**config.mk**
```make
export PLATFORM = sky130hd
export DESIGN_NAME = fpm_adder_arbiter
export DESIGN_NICKNAME = d
export VERILOG_FILES = /design/src/rtl/fpm_adder_arbiter.sv
export SDC_FILE = /design/constraint.sdc
export NUM_CORES = 1
export LEC_CHECK = 0
export ABC_AREA = 1
export CORE_AREA = 2 2 105 107
export CTS_BUF_LIST = sky130_fd_sc_hd__clkbuf_16
export DETAILED_ROUTE_END_ITERATION = 10
export DIE_AREA = 0 0 107 109
export DONT_BUFFER_PORTS = 1
export GPL_TIMING_DRIVEN = 0
export SLEW_MARGIN = 20
export SYNTH_ARGS = -nofsm -noshare
export SYNTH_HDL_FRONTEND = slang
export SYNTH_SLANG_ARGS = --single-unit
```
**constraint.sdc**
```tcl
create_clock -name clk -period 1.3 [get_ports clk]
set_input_delay 0.26 -clock clk [delete_from_list [all_inputs] [get_ports clk]]
set_output_delay 0.26 -clock clk [all_outputs]
set_load 0.02 [all_outputs]
```
**src/rtl/fpm_adder_arbiter.sv**
```systemverilog
// Purpose: round-robin share of one external 32-bit adder between mantissa rounding (req0)
//          and exponent add/bias (req1), returning a tagged {sum, cout} response.
// Latency: pair accepted at edge T is presented on resp_* after edge T+1; one result/cycle.
// Backpressure: resp_ready low stalls stage 2, then stage 1, then drops both req*_ready.
// Ports: clk/rst (sync, active-high); req0_*/req1_* valid/ready operand pairs;
//        add_a/add_b/add_sum/add_cout connect the shared combinational adder;
//        resp_valid/resp_ready/resp_sum/resp_cout/resp_id tagged result.
module fpm_adder_arbiter #(
  parameter int W    = 32,
  parameter int ID_W = 1
) (
  input  logic            clk,
  input  logic            rst,
  input  logic            req0_valid,
  output logic            req0_ready,
  input  logic [W-1:0]    req0_a,
  input  logic [W-1:0]    req0_b,
  input  logic            req1_valid,
  output logic            req1_ready,
  input  logic [W-1:0]    req1_a,
  input  logic [W-1:0]    req1_b,
  output logic [W-1:0]    add_a,
  output logic [W-1:0]    add_b,
  input  logic [W-1:0]    add_sum,
  input  logic            add_cout,
  output logic            resp_valid,
  input  logic            resp_ready,
  output logic [W-1:0]    resp_sum,
  output logic            resp_cout,
  output logic [ID_W-1:0] resp_id
);

  // Stage 1: operand register feeding the shared adder.
  logic            s1_valid_q, s1_valid_d;
  logic [W-1:0]    s1_a_q, s1_a_d;
  logic [W-1:0]    s1_b_q, s1_b_d;
  logic [ID_W-1:0] s1_id_q, s1_id_d;

  // Stage 2: result register.
  logic            s2_valid_q, s2_valid_d;
  logic [W-1:0]    s2_sum_q, s2_sum_d;
  logic            s2_cout_q, s2_cout_d;
  logic [ID_W-1:0] s2_id_q, s2_id_d;

  // Priority pointer: 0 favours req0 when both are valid, 1 favours req1.
  logic            ptr_q, ptr_d;

  logic s2_adv, s1_adv;
  logic grant0, grant1;
  logic acc0, acc1;

  always_comb begin
    s2_adv = !s2_valid_q || resp_ready;
    s1_adv = !s1_valid_q || s2_adv;

    grant0 = req0_valid && (!req1_valid || !ptr_q);
    grant1 = req1_valid && (!req0_valid || ptr_q);

    req0_ready = grant0 && s1_adv && !rst;
    req1_ready = grant1 && s1_adv && !rst;

    acc0 = req0_valid && req0_ready;
    acc1 = req1_valid && req1_ready;

    // Hold by default.
    s1_valid_d = s1_valid_q;
    s1_a_d     = s1_a_q;
    s1_b_d     = s1_b_q;
    s1_id_d    = s1_id_q;
    s2_valid_d = s2_valid_q;
    s2_sum_d   = s2_sum_q;
    s2_cout_d  = s2_cout_q;
    s2_id_d    = s2_id_q;
    ptr_d      = ptr_q;

    // The adder is combinational off the stage-1 registers, so its outputs
    // belong to the stage-1 entry and are captured together with its tag.
    if (s2_adv) begin
      s2_valid_d = s1_valid_q;
      s2_sum_d   = add_sum;
      s2_cout_d  = add_cout;
      s2_id_d    = s1_id_q;
    end

    if (s1_adv) begin
      s1_valid_d = acc0 || acc1;
      if (acc0) begin
        s1_a_d  = req0_a;
        s1_b_d  = req0_b;
        s1_id_d = ID_W'(0);
      end else if (acc1) begin
        s1_a_d  = req1_a;
        s1_b_d  = req1_b;
        s1_id_d = ID_W'(1);
      end
    end

    // Pointer moves to the other requester only on an accepted handshake.
    if (acc0) begin
      ptr_d = 1'b1;
    end else if (acc1) begin
      ptr_d = 1'b0;
    end
  end

  always_ff @(posedge clk) begin
    if (rst) begin
      s1_valid_q <= 1'b0;
      s1_a_q     <= '0;
      s1_b_q     <= '0;
      s1_id_q    <= '0;
      s2_valid_q <= 1'b0;
      s2_sum_q   <= '0;
      s2_cout_q  <= 1'b0;
      s2_id_q    <= '0;
      ptr_q      <= 1'b0;
    end else begin
      s1_valid_q <= s1_valid_d;
      s1_a_q     <= s1_a_d;
      s1_b_q     <= s1_b_d;
      s1_id_q    <= s1_id_d;
      s2_valid_q <= s2_valid_d;
      s2_sum_q   <= s2_sum_d;
      s2_cout_q  <= s2_cout_d;
      s2_id_q    <= s2_id_d;
      ptr_q      <= ptr_d;
    end
  end

  assign add_a      = s1_a_q;
  assign add_b      = s1_b_q;
  assign resp_valid = s2_valid_q;
  assign resp_sum   = s2_sum_q;
  assign resp_cout  = s2_cout_q;
  assign resp_id    = s2_id_q;

endmodule

```
=== Word-level counts from Yosys, hierarchy flattened ===
Index checks and enable logic that the tools add are counted.

* Register bits after elaboration: 102
* Input port bits: 166
* Output and inout port bits: 101
* Logic and storage cells: 38

* Multiplexer cells: 8
* Reduce and logical (&&, ||, !) cells: 21

{| class="wikitable"
|+ Operator list
! kind !! count
|-
| $mux 32 || 4
|-
| $logic_and 1x1->1 || 8
|-
| $logic_not 1->1 || 6
|-
| $logic_or 1x1->1 || 5
|-
| $mux 1 || 4
|-
| $reduce_and 2->1 || 1
|-
| $reduce_bool 2->1 || 1
|}

=== Logic depth before layout (Yosys ltp) ===
* Word-level depth: 8
* Gate-level depth with buffers: 9

=== Worst setup path after synthesis ===
No wires, ideal clock.

* Path type: reg2reg
* Start point: register s2_valid_q, in the netlist resp_valid
* End point: register s1_b_q[10], in the netlist add_b[10]
* Library setup time: 0.112 ns
* Data arrival time: 1.261 ns
* Slack: -0.072 ns
* Cell stages (with the launch flop): 8
* Path buffers: 2
* Clock period less this slack: 1.372 ns
* Path through: dfxtp_1 > nand3_2 > nand3_1 > buf_2 > buf_2 > nand3b_1 > nand2_1 > nor2_1

* Longest elaborated chain between the ends: 8
* Elaborated cells on any way between the ends: 12
* Classes of those cells: 1 x mux; 11 x reduce/logical

{| class="wikitable"
|+ Ends and longest elaborated chain
! item !! RTL line !! RTL
|-
| from (decl) || 40 || <nowiki>logic s2_valid_q, s2_valid_d;</nowiki>
|-
| from (signal assigned) || 122 || <nowiki>s2_valid_q <= s2_valid_d;</nowiki>
|-
| $logic_not 1->1 (*) || 53 || <nowiki>s2_adv = !s2_valid_q || resp_ready;</nowiki>
|-
| $logic_or 1x1->1 (*) || 53 ||
|-
| $logic_or 1x1->1 (*) || 54 || <nowiki>s1_adv = !s1_valid_q || s2_adv;</nowiki>
|-
| $logic_and 1x1->1 (on tied branches) (2 in series) || 59, 60 ||
|-
| $logic_and 1x1->1 (on tied branches) || 62, 63 ||
|-
| $reduce_bool 2->1 (no line) || n/a ||
|-
| $reduce_and 2->1 (no line) || n/a ||
|-
| to (signal assigned) || 110 || <nowiki>s1_b_q <= '0;</nowiki>
|-
| to (signal assigned) || 120 || <nowiki>s1_b_q <= s1_b_d;</nowiki>
|-
| to (decl) || 36 || <nowiki>logic [W-1:0] s1_b_q, s1_b_d;</nowiki>
|}

Every way passes the cells marked *; elsewhere a longest branch is shown, timed or not.
A chain may end at the register's enable or synchronous reset.

=== Worst setup path after layout ===
* Start point: register s2_valid_q, in the netlist resp_valid
* End point: output port req0_ready

* Longest elaborated chain between the ends: 5

{| class="wikitable"
|+ Ends and longest elaborated chain
! item !! RTL line !! RTL
|-
| $logic_not 1->1 || 53 ||
|-
| $logic_or 1x1->1 || 53 ||
|-
| $logic_or 1x1->1 || 54 ||
|-
| $logic_and 1x1->1 (2 in series) || 59 || <nowiki>req0_ready = grant0 && s1_adv && !rst;</nowiki>
|-
| to (decl) || 15 || <nowiki>output logic req0_ready,</nowiki>
|}

Every way passes these cells.

==> metrics <==
antenna violations before repair 0; I/O pin total 267; count of final max-slew check failures 0; Max Clock Skew 0.00614 ns; launching element type of the critical path flop; Die Outline Area 11700 um^2; Util after Layout 57.3%; Syn-to-layout area delta 24.5%; met1 track demand over resource 28.2%; share of total power in combinational logic between 10% and 20%; switching portion of total power a little over 30%; maximum number of pins on one net before global-route repair 18; std cell rows 38; Hold Crit Class in -> reg; Placed Instance Area 5050 um^2; CP startpoint resp_valid$_SDFFE_PP0P_; clock latency on the worst-skew pair between 0.3 and 0.4 ns; Diodes inserted 0; global router's overall resource usage 24.2%; layer carrying the most global-route usage met2; post-synthesis cell count 740; die extent in y 109 um; number of sinks on the clock net 102; x dimension of the die approximately 110 um; Worst Slack Setup Final -0.194 ns; PD cells 1310 nW/um^2; effective utilization at floorplan 46.0%; flop and latch count out of synthesis 102; grt ovf 0; clock tree from TritonCTS yes; Clock Path Buffers 2; termination of the worst setup path req0_ready; worst setup slack for register-to-register paths -0.14 ns; area of the mapped netlist 4880 um^2; startpoint of the most critical hold path add_sum[31]; clock transition at the registers of the reported paths 0.07 ns; count of endpoints failing hold in the final timing report 0; drt initial violations about 260; final number of setup-violating endpoints 72; peak supply drop 0.741 mV; outcome finished with violations; remaining max-slew budget at the tightest pin 66.9%; antenna-violating nets left 0; First-pass DRT Iterations 5; number of max-capacitance violations reported 0; number of DRC violations after detailed routing 0; DRT Wirelength 14900 um; Cell Int Power 5.51 mW; number of H-tree levels 3; reg2reg path depth 9; count of unique library cells instantiated by Yosys 16; via count 4840; critical register-to-register path startpoint resp_valid$_SDFFE_PP0P_; quantity of I/O buffers inserted on ports 0; fraction of power consumed by the clock network between 30% and 40%; Num CTS Buffers 9; GR Layer Usage met2 between 40% and 50%; average detailed-routed wire length per instance 16.3 um; final period utilization 115%; Design Area, Final a little over 6000 um^2; sum of negative setup slack -6.76 ns; met3 Resource Use GR 7.41%; HPWL reported at the end of detailed placement 10600 um; depth of the worst hold-timing path 2; post-layout total power 7.95 mW; Ys Warns 0; share of synthesized area occupied by flip-flops and latches about two fifths; switching power total about 2.4 mW; post-synthesis average cell area 6.59 um^2; path type of the worst setup path reg -> out; leakage power summed over all cells 2.88 nW; unrepaired setup endpoints after global routing true; Period minus WS final 1.49 ns; buffer type at the clock tree root clkbuf_16; count of nets after finishing 936; share of layout cells above drive strength 1 17.2%; Mapped Nets 906; routability cong. 0.797; Via-to-Cell Ratio between 5 and 6; via count of the first global-routing pass 4470; achievable clock frequency 670 MHz; Flop pwr share about half; worst hold slack about 0.052 ns; critical path capture point type output port; violated checks setup timing; first-pass GRT wire length 22200 um; Worst Path Arrival ~1.2 ns; Req. time, crit path around 1.0 ns; largest fanout of any net on the critical path 4; RR Endpoint add_b[21]$_SDFFE_PP0P_; pin slew with the least headroom to its limit a little under 0.5 ns; Core ar. ~11000 um^2
==> state kept, by name (all words and copies together), names as in the netlist <==
| register | flops |
|---|---|
| add_a | 32 |
| add_b | 32 |
| ptr_q | 1 |
| resp_cout | 1 |
| resp_id | 1 |
| resp_sum | 32 |
| resp_valid | 1 |
| s1_id_q | 1 |
| s1_valid_q | 1 |
==> critical path, cell delays in order (launching register included) <==
cell,delay (ns)
dfxtp_4,0.40
nand3_4,0.12
nand3_4,0.11
buf_12,0.12
clkinvlp_4,0.14
==> synth_stat cells <==
master    number  area (um^2)
inv_2          3         11.3
clkinv_1       1         3.75
nor2_1       201          754
nor2_4         1         11.3
nand2_1      200          751
buf_1          7         26.3
nand3_1       65          325
buf_4          7         52.6
clkbuf_1      20         75.1
nand3b_1      64          480
a21oi_1        1         5.00
buf_2         23          115
o21ai_0       35          175
inv_1          8         30.0
dfxtp_1      102         2040
nand3_2        2         20.0
==> worst min path at each step <==
stage / to / slack, ns
after floorplan: resp_valid$_SDFFE_PP0P_ / 0.32
after global placement: resp_valid$_SDFFE_PP0P_ / 0.33
after detailed placement: resp_valid$_SDFFE_PP0P_ / 0.33
after CTS: resp_sum[11]$_SDFFE_PP0P_ / 0.04
after global routing: resp_sum[21]$_SDFFE_PP0P_ / 0.05
final: resp_sum[31]$_SDFFE_PP0P_ / 0.05
==> power groups by stage <==
| stage | Clock (mW) | Combinational (mW) | Sequential [mW] |
|---|---|---|---|
| floorplan | 0 | 0.870 | 3.89 |
| global placement | 0 | 1.04 | 3.97 |
| detailed placement | 0 | 1.07 | 3.97 |
| CTS | 2.76 | 1.18 | 3.90 |
| global route | 2.90 | 1.51 | 3.93 |
| finish | 2.71 | 1.34 | 3.90 |
==> logic make-up (layout without fill, tap and decap cells) <==
group | after synthesis | after routing | share of synthesized area (%)
AND/OR/NAND/NOR | 533 | 533 | 48.0
flip-flops | 102 | 102 | 41.9
buffers and inverters | 69 | 104 | 6.44
AO/OA/AOI/OAI | 36 | 36 | 3.69
==> metrics by stage <==
| step | setup slack (ns) | cells |
|---|---|---|
| global placement | -0.287 | 880 |
| CTS | -0.201 | 906 |
| detailed placement | -0.332 | 880 |
| floorplan | 0.0256 | 740 |
| finish | -0.194 | 915 |
| global route | -0.248 | 915 |
==> per-layer routing <==
metal | routed length [um] | vias up
met3 | 1340 | 21
met1 | 5980 | 2216
met4 | 250 | 0
li1 | - | 2409
met2 | 7360 | 194
met5 | 0 | -
==> layout by cell type, fill, tap and decap left out, types with 3 or more instances in the layout <==
master and n:
dfxtp_1 99, nand2_1 171, clkbuf_16 16, clkinvlp_4 3, buf_8 9, inv_1 6, nand3b_1 64, nand3_1 62
nand3_4 3, clkbuf_1 11, nand2_2 21, o21ai_0 35, buf_4 16, nor2_1 189, nand2_4 8, clkbuf_2 7
nor2_2 12, inv_2 3, buf_6 19
==> timing repair <==
item / CTS / global route
hold buffers: 1 / 0
gates resized for setup: 78 / 73
gates cloned: 0 / 7
pin swaps: 1 / 38
hold endpoints to repair: 2 / 0
setup buffers: 9 / 2
setup endpoints to repair: 99 / 100
==> area by class of cell <==
| type | instances | area, um^2 |
|---|---|---|
| clock buffer | 9 | 225 |
| multi-input combinational | 569 | 2700 |
| sequential | 102 | 2050 |
| fill | 1049 | 4530 |
| clock inverter | 7 | 72.6 |
| tap | 140 | 175 |
| inverter | 12 | 53.8 |
| timing repair buffer | 19 | 279 |
| buffer | 57 | 518 |
Power figures use the tool's default switching activity.
